`src/rtl/fft_pkg.sv`:
```
// Shared types and default sizing for the radix-2 FFT control slice.
package fft_pkg;

   typedef enum logic [1:0] {IDLE, ISSUE, DRAIN, DONE} fft_state_e;

   localparam int DEF_LOG_N     = 8;
   localparam int DEF_BFLY_LAT  = 4;
   localparam int DEF_ADDR_W    = DEF_LOG_N;
   localparam int DEF_TW_W      = DEF_LOG_N - 1;
   localparam int DEF_STAGE_W   = $clog2(DEF_LOG_N);

endpackage

```
`src/rtl/fft_wb_delay.sv`:
```
// Fixed-depth shift register that carries the read strobe/addresses forward
// to the cycle in which the butterfly result is ready for write-back.
module fft_wb_delay #(
   parameter int WIDTH = 17,
   parameter int DEPTH = 5
) (
   input  logic             clk,
   input  logic             rst,
   input  logic [WIDTH-1:0] din,
   output logic [WIDTH-1:0] dout
);

   logic [WIDTH-1:0] wb_p [DEPTH];

   always_ff @(posedge clk or posedge rst) begin
      if (rst) begin
         for (int i = 0; i < DEPTH; i++) wb_p[i] <= '0;
      end else begin
         wb_p[0] <= din;
         for (int i = 1; i < DEPTH; i++) wb_p[i] <= wb_p[i-1];
      end
   end

   assign dout = wb_p[DEPTH-1];

endmodule

```
`src/rtl/fft_bfly_ctrl.sv`:
```
// Radix-2 in-place FFT sequencer: walks every stage, issues one operand pair
// per cycle with its twiddle index, and emits the delayed write-back strobe.
module fft_bfly_ctrl
   import fft_pkg::*;
#(
   parameter int LOG_N    = DEF_LOG_N,
   parameter int BFLY_LAT = DEF_BFLY_LAT
) (
   input  logic                     clk,
   input  logic                     rst,
   input  logic                     start,
   input  logic                     inverse,
   output logic                     busy,
   output logic                     done,
   output logic [$clog2(LOG_N)-1:0] stage,
   output logic                     rd_en,
   output logic [LOG_N-1:0]         rd_addr_a,
   output logic [LOG_N-1:0]         rd_addr_b,
   output logic [LOG_N-2:0]         tw_addr,
   output logic                     wr_en,
   output logic [LOG_N-1:0]         wr_addr_a,
   output logic [LOG_N-1:0]         wr_addr_b
);

   localparam int ADDR_W  = LOG_N;
   localparam int TW_W    = LOG_N - 1;
   localparam int K_W     = LOG_N - 1;
   localparam int STAGE_W = $clog2(LOG_N);
   localparam int DRN_W   = $clog2(BFLY_LAT + 1);
   localparam int N_HALF  = 1 << (LOG_N - 1);

   fft_state_e         state_q, state_d;
   logic [STAGE_W-1:0] stage_q, stage_d;
   logic [K_W-1:0]     k_q, k_d;
   logic [DRN_W-1:0]   drn_q, drn_d;
   logic               inv_q, inv_d;

   logic [STAGE_W-1:0] lspan, shift;
   logic [ADDR_W-1:0]  span, k_ext, j_idx, grp, addr_a_d, addr_b_d;
   logic [TW_W-1:0]    tw_d;
   logic               issue_d;

   always_comb begin
      state_d = state_q;
      stage_d = stage_q;
      k_d     = k_q;
      drn_d   = drn_q;
      inv_d   = inv_q;
      unique case (state_q)
         IDLE: begin
            if (start) begin
               state_d = ISSUE;
               inv_d   = inverse;
               stage_d = '0;
               k_d     = '0;
            end
         end
         ISSUE: begin
            if (k_q == K_W'(N_HALF - 1)) begin
               state_d = DRAIN;
               drn_d   = '0;
            end else begin
               k_d = k_q + K_W'(1);
            end
         end
         // Hold off the next stage until the last result of this one has been written.
         DRAIN: begin
            if (drn_q == DRN_W'(BFLY_LAT)) begin
               if (stage_q == STAGE_W'(LOG_N - 1)) begin
                  state_d = DONE;
               end else begin
                  state_d = ISSUE;
                  stage_d = stage_q + STAGE_W'(1);
                  k_d     = '0;
               end
            end else begin
               drn_d = drn_q + DRN_W'(1);
            end
         end
         DONE: begin
            state_d = IDLE;
            stage_d = '0;
         end
         default: state_d = IDLE;
      endcase
   end

   // Addresses are built from the next-cycle stage/k so the registered outputs align with rd_en.
   always_comb begin
      if (inv_d) begin
         lspan = stage_d;
         shift = STAGE_W'(LOG_N - 1) - stage_d;
      end else begin
         lspan = STAGE_W'(LOG_N - 1) - stage_d;
         shift = stage_d;
      end
      span     = ADDR_W'(1) << lspan;
      k_ext    = ADDR_W'(k_d);
      j_idx    = k_ext & (span - ADDR_W'(1));
      grp      = k_ext >> lspan;
      addr_a_d = ((grp << lspan) << 1) | j_idx;
      addr_b_d = addr_a_d + span;
      tw_d     = TW_W'(j_idx) << shift;
      issue_d  = (state_d == ISSUE);
   end

   always_ff @(posedge clk or posedge rst) begin
      if (rst) begin
         state_q   <= IDLE;
         stage_q   <= '0;
         k_q       <= '0;
         drn_q     <= '0;
         inv_q     <= 1'b0;
         rd_en     <= 1'b0;
         rd_addr_a <= '0;
         rd_addr_b <= '0;
         tw_addr   <= '0;
         busy      <= 1'b0;
         done      <= 1'b0;
      end else begin
         state_q   <= state_d;
         stage_q   <= stage_d;
         k_q       <= k_d;
         drn_q     <= drn_d;
         inv_q     <= inv_d;
         rd_en     <= issue_d;
         rd_addr_a <= issue_d ? addr_a_d : '0;
         rd_addr_b <= issue_d ? addr_b_d : '0;
         tw_addr   <= issue_d ? tw_d : '0;
         busy      <= (state_d == ISSUE) || (state_d == DRAIN);
         done      <= (state_d == DONE);
      end
   end

   assign stage = stage_q;

   fft_wb_delay #(
      .WIDTH (1 + 2 * ADDR_W),
      .DEPTH (1 + BFLY_LAT)
   ) u_wb_delay (
      .clk  (clk),
      .rst  (rst),
      .din  ({rd_en, rd_addr_a, rd_addr_b}),
      .dout ({wr_en, wr_addr_a, wr_addr_b})
   );

endmodule

```
`config.mk`:
```
export PLATFORM = sky130hd
export DESIGN_NAME = fft_bfly_ctrl
export DESIGN_NICKNAME = d
export VERILOG_FILES = /design/src/rtl/fft_pkg.sv /design/src/rtl/fft_wb_delay.sv /design/src/rtl/fft_bfly_ctrl.sv
export SDC_FILE = /design/constraint.sdc
export NUM_CORES = 1
export LEC_CHECK = 0
export BUFFER_PORTS_ARGS = -buffer_cell sky130_fd_sc_hd__buf_2
export CAP_MARGIN = 10
export CORE_ASPECT_RATIO = 1.75
export CORE_UTILIZATION = 40
export DETAILED_ROUTE_END_ITERATION = 10
export RECOVER_POWER = 50
export SLEW_MARGIN = 20
export SYNTH_ARGS = -nofsm -noshare
export SYNTH_HDL_FRONTEND = slang
export SYNTH_HIERARCHICAL = 1
export SYNTH_SLANG_ARGS = --single-unit
```
`constraint.sdc`:
```
create_clock -name clk -period 12.1 [get_ports clk]
set_input_delay 0.605 -clock clk [delete_from_list [all_inputs] [get_ports clk]]
set_output_delay 0.605 -clock clk [all_outputs]
set_load 0.02 [all_outputs]
```
After elaboration in Yosys (flattened, before gate mapping)
Index checks and enable logic that the tools add are counted.
{"block": "word_totals", "in_bits": 4, "reg_bits": 127, "output_inout_bits": 46, "elab_cells": 67}
{"block": "classes", "add_sub_neg": 6, "eq_ne": 11, "mux": 24, "n_shift": 4, "n_bitwise": 2, "reduce_logical": 4}
{"cell": "$mux 7", "count": 5}
{"cell": "$mux 3", "count": 7}
{"cell": "$pmux 7 s3", "count": 1}
{"cell": "$mux 8", "count": 2}
{"cell": "$pmux 3 s3", "count": 1}
{"cell": "$add 8x8->8", "count": 1}
{"cell": "$and 7x8->8", "count": 1}
{"cell": "$eq 2x2->1 const B", "count": 4}
{"cell": "$mux 2", "count": 4}
{"cell": "$or 8x8->8", "count": 1}
{"cell": "$pmux 2 s4", "count": 1}
{"cell": "$shl 1x3->8 const A", "count": 1}
{"cell": "$shl 8x3->7", "count": 1}
{"cell": "$shr 7x3->8", "count": 1}
{"cell": "$sub 8x1->8 const B", "count": 1}
{"cell": "$add 7x1->7 const B", "count": 1}
{"cell": "$eq 7x7->1 const B", "count": 1}
{"cell": "$shl 7x3->7", "count": 1}
{"cell": "$add 3x1->3 const B", "count": 2}
{"cell": "$eq 3x3->1 const B", "count": 2}
{"cell": "$pmux 3 s2", "count": 1}
{"cell": "$eq 2x1->1 const B", "count": 2}
{"cell": "$ne 2x2->1 const B", "count": 2}
{"cell": "$reduce_and 3->1", "count": 1}
{"cell": "5 further kinds", "count": 6}

Logic depth before layout (Yosys ltp)
{"block": "depth", "word_depth": 12, "ltp_mapped": 22}

By module
The synthesis kept the hierarchy.
{"mod": "fft_bfly_ctrl", "cells_each": 302, "instances": 1, "area_per_inst_um2": 2826.5}
{"mod": "fft_wb_delay", "cells_each": 103, "instances": 1, "area_per_inst_um2": 2258.4}

Worst setup path after synthesis
Ideal clock, no wire load.
{"block": "synth_timing", "path_kind": "register to register", "startpoint": "register state_q[0]", "endpoint": "register rd_addr_b[7]", "arrival_time_ns": 3.935, "setup_ns": 0.132, "path_stages_with_launch": 22, "path_slack_ns": 8.033, "n_path_buf": 2, "path_cell_list": "dfrtp_1 inv_1 ha_1 buf_6 and3_4 and3_1 nor4_1 nor2_1 buf_2 nor2_1 nand2_1 ha_1 xor2_1 o21ai_1 ha_1 a21o_1 a21o_1 a21oi_1 o21bai_1 a21oi_1 xnor2_1 nor2_1"}
{"block": "synth_between", "elab_chain_cells": 10, "word_cells_on_any_way": 22, "classes_between": "3 x add/sub; 4 x eq/ne; 3 x shift; 9 x mux; 2 x bitwise; 1 x reduce/logical"}
{"item": "start: declaration", "line": "fft_bfly_ctrl.sv:32", "source": "fft_state_e state_q, state_d;"}
{"item": "start signal: assignment", "line": "fft_bfly_ctrl.sv:121", "source": "state_q <= state_d;"}
{"item": "$eq 2x2->1 or $logic_not 2->1 (tied branches)", "line": "fft_bfly_ctrl.sv:49", "source": "unique case (state_q)"}
{"item": "$pmux 3 s3", "line": "fft_bfly_ctrl.sv:49"}
{"item": "$sub 3x3->3", "line": "fft_bfly_ctrl.sv:94", "source": "lspan = STAGE_W'(LOG_N - 1) - stage_d;"}
{"item": "$mux 3", "line": "fft_bfly_ctrl.sv:90", "source": "if (inv_d) begin"}
{"item": "$shl 1x3->8", "line": "fft_bfly_ctrl.sv:97", "source": "span = ADDR_W'(1) << lspan;"}
{"item": "$sub 8x1->8", "line": "fft_bfly_ctrl.sv:99", "source": "j_idx = k_ext & (span - ADDR_W'(1));"}
{"item": "$and 7x8->8", "line": "fft_bfly_ctrl.sv:99"}
{"item": "$or 8x8->8", "line": "fft_bfly_ctrl.sv:101", "source": "addr_a_d = ((grp << lspan) << 1) | j_idx;"}
{"item": "$add 8x8->8", "line": "fft_bfly_ctrl.sv:102", "source": "addr_b_d = addr_a_d + span;"}
{"item": "$mux 8 *", "line": "fft_bfly_ctrl.sv:128", "source": "rd_addr_b <= issue_d ? addr_b_d : '0;"}
{"item": "end signal: assignment", "line": "fft_bfly_ctrl.sv:128"}
{"item": "end: declaration", "line": "fft_bfly_ctrl.sv:18", "source": "output logic [LOG_N-1:0] rd_addr_b,"}
Mark *: on every way between the ends. The rest lies on a longest branch, timed or not.
A chain may end at the register's enable or synchronous reset.

Final worst setup path
{"block": "layout_timing", "startpoint": "register state_q[1]", "endpoint": "register rd_addr_b[6]"}
Same word-level chain as after synthesis.

==> impl_metrics.py <==
metrics = {
    "run_status": {
        "status": "finished, violations left",
        "violations": "max-capacitance violations, max-slew violations",
    },
    "synthesis": {
        "syn_nets": 427,
        "yosysSeqAreaShare": 0.6250,
        "synth_ff_type": "dfrtp_1",
        "ys_ff_latch": 127,
        "synth-edff-count": 0,
        "synth.most_common_cell": "dfrtp_1",
        "ys_top_cells_by_count": "127 x dfrtp_1, 24 x nor2_1, 22 x nand2_1, 20 x inv_1, 18 x buf_4",
        "synth_top_area_share": 0.6250,
        "synth.area.top_cells": "dfrtp_1 63%, ha_1 4.2%, buf_4 2.7%",
        "yosysWarnings": 6,
        "synth_area_um2": 5085,
        "synth_top_cell_by_area": "dfrtp_1",
        "synth.distinct_cells": 74,
        "synthCells": 405,
        "synth.avg_cell_area_um2": 12.56,
        "synthArstFlopShare": 1.000,
    },
    "pwr": {
        "power-per-cell-area_nw_per_um2": 262.4,
        "clock_power_share": 0.366,
        "power.share.sequential": 0.360,
        "p_sw_frac": 0.3289,
        "totalPowerFinal_mw": 1.586,
        "power_switching_mw": 0.5217,
        "internal_power_mw": 1.064,
        "comb_power_share": 0.274,
        "peakVddDrop_mv": 0.1137,
        "leakagePower_nw": 3.026,
    },
    "clocking": {
        "cts.clk_slew.worst_paths_ns": 0.06,
        "insertion_delay_ns": 0.40,
        "clock-sinks": 127,
        "cts_root_buf": "clkbuf_16",
        "cts_max_level": 4,
        "cts_max_path_buffers": 2,
        "cts_repair_resize_count": 0,
        "cts_buffers": 17,
        "ctsHoldBuffers": 0,
        "post-cts-setup-buffers": 0,
        "cts_tree": "yes",
    },
    "worst_setup_path": {
        "required_ns": 12.36,
        "crit_path_start_kind": "register",
        "crit_chain": "inv_1, ha_1, nand2_2, mux2i_4, nor4_1, nor2_1, nor2_1, nand2_1, ha_1, xor2_1, o21ai_1, ha_1, nor2b_1, o21ai_0, nand2b_1, a21o_1, a21oi_1, xor2_1, nor2_1",
        "max_stage_delay_ns": 0.72,
        "endpoint_kind": "register",
        "arrival_ns": 5.06,
        "worstPathMaxFanout": 14,
        "path_class": "reg -> reg",
        "slowest_stage": "nor2_1",
    },
    "cells_and_area": {
        "area_growth_pct": 18.87,
        "instances_no_fill": 629,
        "fin_nets": 470,
        "antenna_cells": 0,
        "fill_cells": 1155,
        "drive_gt1_frac": 0.2386,
    },
    "routing": {
        "via_per_inst": 5.165,
        "ant_nets": 0,
        "wl_um": 9988,
        "drc": 0,
        "vias": 3249,
        "first_iter_violations": 134,
        "wl_per_cell_um": 15.88,
        "drt_pre_antenna_iters": 4,
    },
    "die": {
        "chipWidth_um": 87.23,
        "io_pins": 50,
        "core_area_um2": 12430,
        "die_area_um2": 13180,
        "die_y_um": 151.2,
        "start_util": 0.4090,
        "row_count": 54,
    },
    "timing": {
        "max_slew.worst_pin.slew_ns": 4.116,
        "slew_viol_final": 129,
        "fmax_mhz": 208.4,
        "fin_crit_ns": 4.798,
        "rsz0062_at_grt": "no",
        "fin_tns_setup_ns": 0,
        "period_share": 0.3965,
        "hold_viol_final": 0,
        "finalSetupViolations": 0,
        "slew_headroom": -1.744,
        "skew_ns": 0.009886,
    },
    "global_routing": {
        "globalRouteOverflowTotal": 0,
        "grt.total_usage": 0.1676,
        "grt_max_degree": 86,
        "grt_pass1_vias": 3290,
        "grt_pass1_wl_um": 16350,
        "antenna_found_initial": 0,
    },
    "placement": {
        "place_inst": 597,
        "numPortBuffers": 49,
        "post-dp-hpwl_um": 6908,
        "place_congestion": 0.8704,
    },
    "flow_run": {
        "drv_cap": 2,
    },
    "min_path": {
        "min_path_type": "reg -> reg",
    },
}
==> cells in the final DEF, fill, tap and decap left out, types with 3 or more instances in the layout <==
cell	count
bufinv_16	6
inv_6	5
nor3_1	9
a31oi_2	3
nor4_1	3
dfrtp_1	127
o31ai_1	4
and3_1	5
a41oi_1	3
o21ai_0	14
xnor2_1	4
or2_2	3
a21oi_1	16
o211ai_1	6
a21o_1	5
buf_2	48
nor2_1	24
clkbuf_1	4
inv_1	19
nand3_1	7
nand2b_1	3
nand2_1	22
clkbuf_16	17
and2_1	6
nand4_1	5
ha_1	17
nor2b_1	3
a31oi_1	9
==> worst max-delay path: cells and delay by family (launching register included) <==
kind            cells  cell delay (ns)
buf+inv             1             0.10
mux                 1             0.46
flops               1             0.42
compound gates      4             0.67
simple gates        8             1.68
xor+xnor            2             0.40
fa+ha+maj           3             0.89
==> logic make-up after synthesis <==
logic type	count (synthesis)	share of synthesized area
simple gates	109	0.1179
mux	4	0.01279
compound gates	89	0.1265
flops	127	0.6250
other cells	1	0.0007375
fa+ha+maj	18	0.04577
buf+inv	49	0.05462
xor+xnor	8	0.01673
==> power by group through the flow <==
stage                     Sequential [mW]  Clock [mW]  Combinational [mW]
after floorplan                     0.597           0               0.315
after global placement              0.575           0               0.425
after detailed placement            0.579           0               0.433
after CTS                           0.574       0.595               0.435
after global routing                0.584       0.612               0.480
final                               0.572       0.580               0.434
==> final timing paths <==
path / to / start / slack [ns] / cells after the start
min reg2reg: u_wb_delay/wb_p[24] / u_wb_delay/wb_p[41] / 0.34 / 0
max reg2reg: rd_addr_b[6] / state_q[1] / 7.30 / 19
max in group asynchronous: u_wb_delay/wb_p[74] / rst / 7.96 / 3
min in group asynchronous: k_q[5] / rst / 1.04 / 3
min: u_wb_delay/wb_p[24] / u_wb_delay/wb_p[41] / 0.34 / 0
max: rd_addr_b[6] / state_q[1] / 7.30 / 19
==> per-layer routing <==
layer	wire length [µm]	GRT usage	vias up
met3	369	0.04142	26
met1	3802	0.1749	1625
met4	365	0.1049	0
met2	5451	0.2969	102
li1	-	-	1496
met5	0	0	-
==> final cells by class <==
cell class	count	area (µm²)	share of cell area
repair buffers	51	251.5	0.04161
inverters	22	88.84	0.01470
flip-flops and latches	127	3178	0.5258
clock inverters	14	251.5	0.04161
well taps	168	210.2	0.03478
clock buffers	18	429.2	0.07100
multi-input cells	229	1635	0.2705
==> stage by stage <==
stage / setup WS, ns / utilization / cell area (µm²) / hold slack [ns]
global route: 6.899 / 0.4862 / 6045 / 0.3495
finish: 7.302 / 0.4862 / 6045 / 0.3419
detailed placement: 7.172 / 0.4317 / 5366 / 0.3347
floorplan: 8.033 / - / 5085 / 0.3312
global placement: 7.329 / 0.4317 / 5366 / 0.3312
CTS: 7.138 / 0.4864 / 6047 / 0.3466
==> sequential cells by signal (all words and copies together) (netlist names) <==
| register | count |
|---|---|
| inv_q | 1 |
| drn_q | 3 |
| tw_addr | 7 |
| u_wb_delay/dout | 17 |
| rd_en | 1 |
| busy | 1 |
| state_q | 2 |
| rd_addr_b | 8 |
| done | 1 |
| u_wb_delay/wb_p | 68 |
| stage | 3 |
| k_q | 7 |
| rd_addr_a | 8 |
(Power assumes the default switching activity.)
